<file path="config.mk">
export PLATFORM = sky130hd
export DESIGN_NAME = out_port
export DESIGN_NICKNAME = d
export VERILOG_FILES = /design/src/rtl/out_port_pkg.sv /design/src/rtl/out_port.sv
export SDC_FILE = /design/constraint.sdc
export NUM_CORES = 1
export LEC_CHECK = 0
export CAP_MARGIN = 40
export CORE_UTILIZATION = 40
export CTS_BUF_LIST = sky130_fd_sc_hd__clkbuf_8
export DETAILED_ROUTE_END_ITERATION = 16
export DONT_BUFFER_PORTS = 1
export PLACE_DENSITY = 0.5
export SYNTH_ARGS = -nofsm -noshare
export SYNTH_HDL_FRONTEND = slang
export SYNTH_SLANG_ARGS = --single-unit
</file>
<file path="constraint.sdc">
create_clock -name clk -period 2 [get_ports clk]
set_input_delay 0.2 -clock clk [delete_from_list [all_inputs] [get_ports clk]]
set_output_delay 0.2 -clock clk [all_outputs]
set_load 0.02 [all_outputs]
</file>
<file path="src/rtl/out_port_pkg.sv">
// rtl/out_port_pkg.sv - shared constants for the SAP-1 OUT register / serial output stage
//
// Holds the serializer state encoding and the OUT opcode used by the
// controller decode.
package out_port_pkg;

    localparam logic [1:0] IDLE  = 2'd0;
    localparam logic [1:0] START = 2'd1;
    localparam logic [1:0] DATA  = 2'd2;
    localparam logic [1:0] STOP  = 2'd3;

    localparam logic [3:0] OP_OUT = 4'hE;

endpackage

</file>
<file path="src/rtl/out_port.sv">
// rtl/out_port.sv - SAP-1 OUT register with 8N1 serializer and one-deep pending buffer
//
// Ports:
//   clk      system clock
//   rst      synchronous reset, active-high
//   load     capture bus this cycle
//   bus      8-bit shared datapath bus
//   out      last accepted byte (parallel, registered)
//   tx       serial line, idle high, 8N1 LSB first
//   busy     frame in flight or byte pending
//   overrun  sticky, set when a byte is dropped
module out_port
    import out_port_pkg::*;
#(
    parameter int CLKS_PER_BIT = 4
) (
    input  logic       clk,
    input  logic       rst,
    input  logic       load,
    input  logic [7:0] bus,
    output logic [7:0] out,
    output logic       tx,
    output logic       busy,
    output logic       overrun
);

    localparam int CNT_W = (CLKS_PER_BIT > 1) ? $clog2(CLKS_PER_BIT) : 1;
    localparam logic [CNT_W-1:0] CNT_MAX = CNT_W'(CLKS_PER_BIT - 1);

    logic [1:0]       state, state_next;
    logic [CNT_W-1:0] baud_cnt, baud_next;
    logic [2:0]       bit_idx, bit_idx_next;
    logic [7:0]       shreg, shreg_next;
    logic [7:0]       pend, pend_next;
    logic             pend_valid, pend_valid_next;
    logic [7:0]       out_next;
    logic             tx_next, overrun_next;
    logic             bit_end, stop_end;

    assign bit_end  = (baud_cnt == CNT_MAX);
    assign stop_end = (state == STOP) && bit_end;

    always_comb begin
        state_next      = state;
        bit_idx_next    = bit_idx;
        shreg_next      = shreg;
        pend_next       = pend;
        pend_valid_next = pend_valid;
        out_next        = out;
        tx_next         = tx;
        overrun_next    = overrun;
        // The baud counter free-runs while a frame is active; every bit
        // boundary wraps it, so a new frame always starts from zero.
        if (state == IDLE || bit_end) begin
            baud_next = '0;
        end else begin
            baud_next = baud_cnt + 1'b1;
        end

        case (state)
            IDLE: begin
                if (load) begin
                    shreg_next = bus;
                    out_next   = bus;
                    state_next = START;
                    tx_next    = 1'b0;
                end
            end
            START: begin
                if (bit_end) begin
                    state_next   = DATA;
                    tx_next      = shreg[0];
                    bit_idx_next = 3'd0;
                end
            end
            DATA: begin
                if (bit_end) begin
                    if (bit_idx == 3'd7) begin
                        state_next = STOP;
                        tx_next    = 1'b1;
                    end else begin
                        // tx always presents shreg[0]; shift to expose the next bit
                        shreg_next   = {1'b0, shreg[7:1]};
                        tx_next      = shreg[1];
                        bit_idx_next = bit_idx + 3'd1;
                    end
                end
            end
            default: begin
                if (bit_end) begin
                    if (pend_valid) begin
                        // Pending byte goes first; a coincident load refills the slot.
                        shreg_next      = pend;
                        state_next      = START;
                        tx_next         = 1'b0;
                        pend_valid_next = load;
                        if (load) begin
                            pend_next = bus;
                            out_next  = bus;
                        end
                    end else if (load) begin
                        shreg_next = bus;
                        out_next   = bus;
                        state_next = START;
                        tx_next    = 1'b0;
                    end else begin
                        state_next = IDLE;
                    end
                end
            end
        endcase

        if (load && state != IDLE && !stop_end) begin
            if (!pend_valid) begin
                pend_next       = bus;
                pend_valid_next = 1'b1;
                out_next        = bus;
            end else begin
                overrun_next = 1'b1;
            end
        end
    end

    always_ff @(posedge clk) begin
        if (rst) begin
            state      <= IDLE;
            baud_cnt   <= '0;
            bit_idx    <= 3'd0;
            shreg      <= 8'd0;
            pend       <= 8'd0;
            pend_valid <= 1'b0;
            out        <= 8'd0;
            tx         <= 1'b1;
            busy       <= 1'b0;
            overrun    <= 1'b0;
        end else begin
            state      <= state_next;
            baud_cnt   <= baud_next;
            bit_idx    <= bit_idx_next;
            shreg      <= shreg_next;
            pend       <= pend_next;
            pend_valid <= pend_valid_next;
            out        <= out_next;
            tx         <= tx_next;
            busy       <= (state_next != IDLE) || pend_valid_next;
            overrun    <= overrun_next;
        end
    end

endmodule

</file>
Word level (Yosys, flattened, before mapping)
Cells that the tools add are included.
W data, S select, Z words.
{"block": "totals", "inputBits": 11, "regBits": 35, "word_cells": 80}
{"block": "op_classes", "n_mux": 41, "n_reduce_logical": 18, "n_eq_ne": 8, "bitwise": 1, "addsub": 2}
{"operator": "$mux W8", "n": 15}
{"operator": "$pmux W8 S3", "n": 1}
{"operator": "$pmux W8 S2", "n": 1}
{"operator": "$mux W1", "n": 13}
{"operator": "$mux W2", "n": 5}
{"operator": "$mux W3", "n": 3}
{"operator": "$reduce_and A4 Y1", "n": 2}
{"operator": "$reduce_bool A2 Y1", "n": 4}
{"operator": "$eq A2 B2 Y1 const B", "n": 3}
{"operator": "$ne A2 B2 Y1 const B", "n": 3}
{"operator": "$pmux W2 S3", "n": 1}
{"operator": "$pmux W3 S2", "n": 1}
{"operator": "$reduce_or A2 Y1", "n": 2}
{"operator": "$add A3 B1 Y3 const B", "n": 1}
{"operator": "$eq A3 B3 Y1 const B", "n": 1}
{"operator": "$logic_and A1 B1 Y1", "n": 3}
{"operator": "$pmux W1 S3", "n": 1}
{"operator": "$reduce_and A3 Y1", "n": 1}
{"operator": "$reduce_or A3 Y1", "n": 1}
{"operator": "$add A2 B1 Y2 const B", "n": 1}
{"operator": "$eq A2 B1 Y1 const B", "n": 1}
{"operator": "$logic_not A2 Y1", "n": 1}
{"operator": "$logic_or A1 B1 Y1", "n": 2}
{"operator": "$reduce_and A2 Y1", "n": 1}
{"operator": "other kinds (2)", "n": 2}

Depth between registers and ports, before layout
{"block": "depth", "ltp_word": 6, "mapped_depth": 7}

Worst setup path after synthesis
OpenSTA, ideal clock, no wires.
{"block": "synth_timing", "path_kind": "register to register", "start": "register state[0]", "end": "register out[0]", "path_stages_with_launch": 7, "path_slack_ps": 285, "setup_ps": 61, "arrival_time_ps": 1655, "path_cell_list": "dfxtp_1 -> inv_1 -> ha_1 -> nor2b_1 -> nand3_1 -> a311oi_2 -> a22o_1"}
{"block": "synth_between", "elab_chain_cells": 5}
{"item": "start, declared", "line_no": "out_port.sv:30", "source": "logic [1:0] state, state_next;"}
{"item": "start signal, assigned", "line_no": "out_port.sv:137", "source": "state <= state_next;"}
{"item": "$eq A2 B2 Y1 (tied with other cells)", "line_no": "out_port.sv:60", "source": "case (state)"}
{"item": "$reduce_or A2 Y1 (no line) / $logic_and A1 B1 Y1 (equally long branches)"}
{"item": "$pmux W8 S2 / $logic_not A1 Y1 (equally long branches)", "line_no": "out_port.sv:60, out_port.sv:113"}
{"item": "$mux W8 / $logic_and A1 B1 Y1 (equally long branches)", "line_no": "out_port.sv:114, out_port.sv:113"}
{"item": "$mux W8 (*)", "line_no": "out_port.sv:113", "source": "if (load && state != IDLE && !stop_end) begin"}
{"item": "end signal, assigned", "line_no": "out_port.sv:143", "source": "out <= out_next;"}
{"item": "end, declared", "line_no": "out_port.sv:21", "source": "output logic [7:0] out,"}
Mark *: on every way between the ends. The rest lies on a longest branch, timed or not.
A chain may end at the register's enable or synchronous reset.

Worst setup path after layout
{"block": "layout_timing", "start": "register baud_cnt[0]", "end": "register shreg[3]"}
{"block": "layout_between", "elab_chain_cells": 3}
{"item": "start, declared", "line_no": "out_port.sv:31", "source": "logic [CNT_W-1:0] baud_cnt, baud_next;"}
{"item": "start signal, assigned", "line_no": "out_port.sv:138", "source": "baud_cnt <= baud_next;"}
{"item": "$eq A2 B2 Y1 (*)", "line_no": "out_port.sv:40", "source": "assign bit_end = (baud_cnt == CNT_MAX);"}
{"item": "$ne A2 B2 Y1 (no line) / $reduce_bool A2 Y1 (equally long branches)"}
{"item": "$reduce_and A4 Y1 (no line) (*)"}
{"item": "end signal, assigned", "line_no": "out_port.sv:140", "source": "shreg <= shreg_next;"}
{"item": "end, declared", "line_no": "out_port.sv:33", "source": "logic [7:0] shreg, shreg_next;"}
Marks and branches as above.

==> results.sh <==
export IMPL_root_buffer="clkbuf_8"
export IMPL_start_util=0.4305
export IMPL_layout_commonest_cell="dfxtp_1"
export IMPL_nets=210
export IMPL_grt_pass1_vias=1281
export IMPL_grt_pass1_wl_um=6361
export IMPL_wl_per_cell_um=16.10
export IMPL_worst_pin_slew_ns=0.6160
export IMPL_gr_total_overflow=0
export IMPL_synth_area_um2=1772
export IMPL_std_cell_rows=23
export IMPL_synthFlopType="dfxtp_1"
export IMPL_io_pins=22
export IMPL_cts_tree="done"
export IMPL_vias=1361
export IMPL_timing_setup_tns_ns=0
export IMPL_cts_sinks=35
export IMPL_post_place_ws_ns=0.1027
export IMPL_grt_usage=0.1886
export IMPL_setup_violations=0
export IMPL_drv_cap=0
export IMPL_finalCritPeriodShare=0.9235
export IMPL_cts_made_buffers=5
export IMPL_die_h_um=68.55
export IMPL_synth_compound_area_frac=0.2733
export IMPL_postCtsSetupBuffers=0
export IMPL_max_clock_freq_mhz=541.4
export IMPL_yosys_area_share_simple=0.1780
export IMPL_synth_top_family_by_area="compound AO/OA/AOI/OAI gates"
export IMPL_port_buffers=0
export IMPL_dp_cells=232
export IMPL_peakVddDrop_uv=330.7
export IMPL_required_ns=2.19
export IMPL_drive_gt1_frac=0.1563
export IMPL_cts_buffer_depth=2
export IMPL_criticalPathCategory="reg -> reg"
export IMPL_synth_edf_count=0
export IMPL_finClkSkew_ns=0.007888
export IMPL_syn_area_per_cell_um2=9.525
export IMPL_yosysSeqAreaShare=0.3955
export IMPL_finalHoldViolations=0
export IMPL_slowest_stage="ha_1"
export IMPL_fillCellCount=404
export IMPL_hold_class="in -> reg"
export IMPL_wl_um=3896
export IMPL_synth_xor_area_frac=0
export IMPL_drc=0
export IMPL_cts_max_level=2
export IMPL_yosysTopAreaCellShare=0.3955
export IMPL_power_mw=1.505
export IMPL_status="completed"
export IMPL_cp_top_family="compound AO/OA/AOI/OAI gates"
export IMPL_area_delta_synth_final_pct=9.393
export IMPL_critPathArrivalTime_ns=2.04
export IMPL_synthAdderAreaFrac=0.05650
export IMPL_timing_final_ws_setup_ns=0.1530
export IMPL_synthTopCellsByArea="dfxtp_1 (40%), a22o_1 (8.9%), ha_1 (5.6%)"
export IMPL_clkLatencyLatePin_ns=0.29
export IMPL_cp_start_kind="flop"
export IMPL_final_cell_mix="dfxtp_1 (35), nand2_1 (19), a22o_1 (18)"
export IMPL_fin_crit_ns=1.847
export IMPL_synth_mux_area_frac=0.04520
export IMPL_synthArstFlopShare=0
export IMPL_maxSlewHeadroom=0.5880
export IMPL_leakage_nw=0.7629
export IMPL_max_stage_delay_ns=0.43
export IMPL_mappedNetlistNets=205
export IMPL_grt_max_degree=18
export IMPL_dp_hpwl_um=2787
export IMPL_routed_via_density=5.624
export IMPL_crit_path_end_kind="flop"
export IMPL_critPathBufInv=1
export IMPL_ant_nets=0
export IMPL_cp_cell_sequence="ha_1 -> buf_4 -> o21bai_4 -> a221oi_2 -> nor2_2 -> a22o_1"
export IMPL_core_area_um2=4115
export IMPL_fin_util=0.4710
export IMPL_routabilityCongestion=0.7304
export IMPL_clk_pin_slew_ns=0.08
export IMPL_rsz0062_at_grt="false"
export IMPL_p_per_area_nw_per_um2=776.4
export IMPL_ys_ff_latch=35
export IMPL_antennaDiodeCount=0
export IMPL_syn_inst=186
export IMPL_yosys_warnings=0
export IMPL_fin_cells=242
export IMPL_firstDrtPassIters=4
export IMPL_synth_area_leader_cell="dfxtp_1"
export IMPL_dieArea_um2=4699
export IMPL_crit_fanout=10
export IMPL_antenna_found_initial=0
export IMPL_ys_types=44
export IMPL_die_x_um=68.55
export IMPL_drt_iter0_markers=107
export IMPL_final_max_slew_viol_count=0
==> cell type report <==
cell class | count | area (um2) | area share
clock inverter | 3 | 25.02 | 0.01291
clock buffer | 5 | 68.82 | 0.03551
multi-input combinational | 135 | 982.2 | 0.5068
inverter | 3 | 11.26 | 0.005810
tap | 50 | 62.56 | 0.03228
sequential | 35 | 700.7 | 0.3615
timing repair buffer | 11 | 87.58 | 0.04519
==> final timing paths <==
kind,start,to,slack [ns],cells past startpoint
worst max-delay path,baud_cnt[0]$_SDFF_PP0_,shreg[3]$_SDFFE_PP0P_,0.15,6
worst max register to register,baud_cnt[0]$_SDFF_PP0_,shreg[3]$_SDFFE_PP0P_,0.15,6
worst min-delay path,rst,state[1]$_SDFF_PP0_,0.01,1
worst min register to register,baud_cnt[0]$_SDFF_PP0_,baud_cnt[0]$_SDFF_PP0_,0.43,1
==> metal layers <==
layer / up-vias / routed length [um] / GRT usage
met3: 7 / 253 / 0.06250
met4: 0 / 47 / 0.06771
met2: 36 / 1554 / 0.2439
met5: - / 0 / 0
li1: 688 / - / -
met1: 630 / 2041 / 0.2821
==> state kept, by name, summed over array words and instances (netlist names) <==
| signal | flops |
|---|---|
| pend_valid | 1 |
| busy | 1 |
| overrun | 1 |
| bit_idx | 3 |
| shreg | 8 |
| pend | 8 |
| out | 8 |
| baud_cnt | 2 |
| tx | 1 |
| state | 2 |
==> cell usage after synthesis (3+ instances only) <==
cell and instances:
mux2i_1 8, buf_2 7, ha_1 8, nand3_1 10
dfxtp_1 35, inv_1 3, nor2b_1 4, buf_6 3
a22oi_1 3, o211ai_1 8, a22o_1 18, nor2_1 16
nand2_1 19, a21oi_1 3, o21ai_0 7
==> timing repair <==
item / in CTS / in global routing
hold endpoints to repair: 15 / 1
hold buffers: 1 / 1
setup endpoints to repair: 0 / 17
resized for setup: 0 / 1
==> through the flow <==
stage	hold WS, ns	cell area (um2)
floorplan	0.3330	1772
global placement	0.2746	1822
detailed placement	0.2772	1822
CTS	0.001388	1926
global route	0.008463	1938
finish	0.01452	1938
==> kinds of logic after synthesis <==
| logic type | after synthesis |
|---|---|
| flip-flops | 35 |
| multiplexers | 8 |
| buffers and inverters | 16 |
| AO/OA/AOI/OAI | 56 |
| adder cells (fa/ha/maj) | 8 |
| AND/OR/NAND/NOR | 63 |
==> report_power, final <==
group	total [mW]	leakage [nW]	internal, mW	switching [mW]
logic	0.176	0.432	0.0866	0.0894
clock network	0.534	0.0443	0.249	0.285
registers	0.795	0.286	0.739	0.0552
Note: power is estimated with default switching activity, not from simulation.
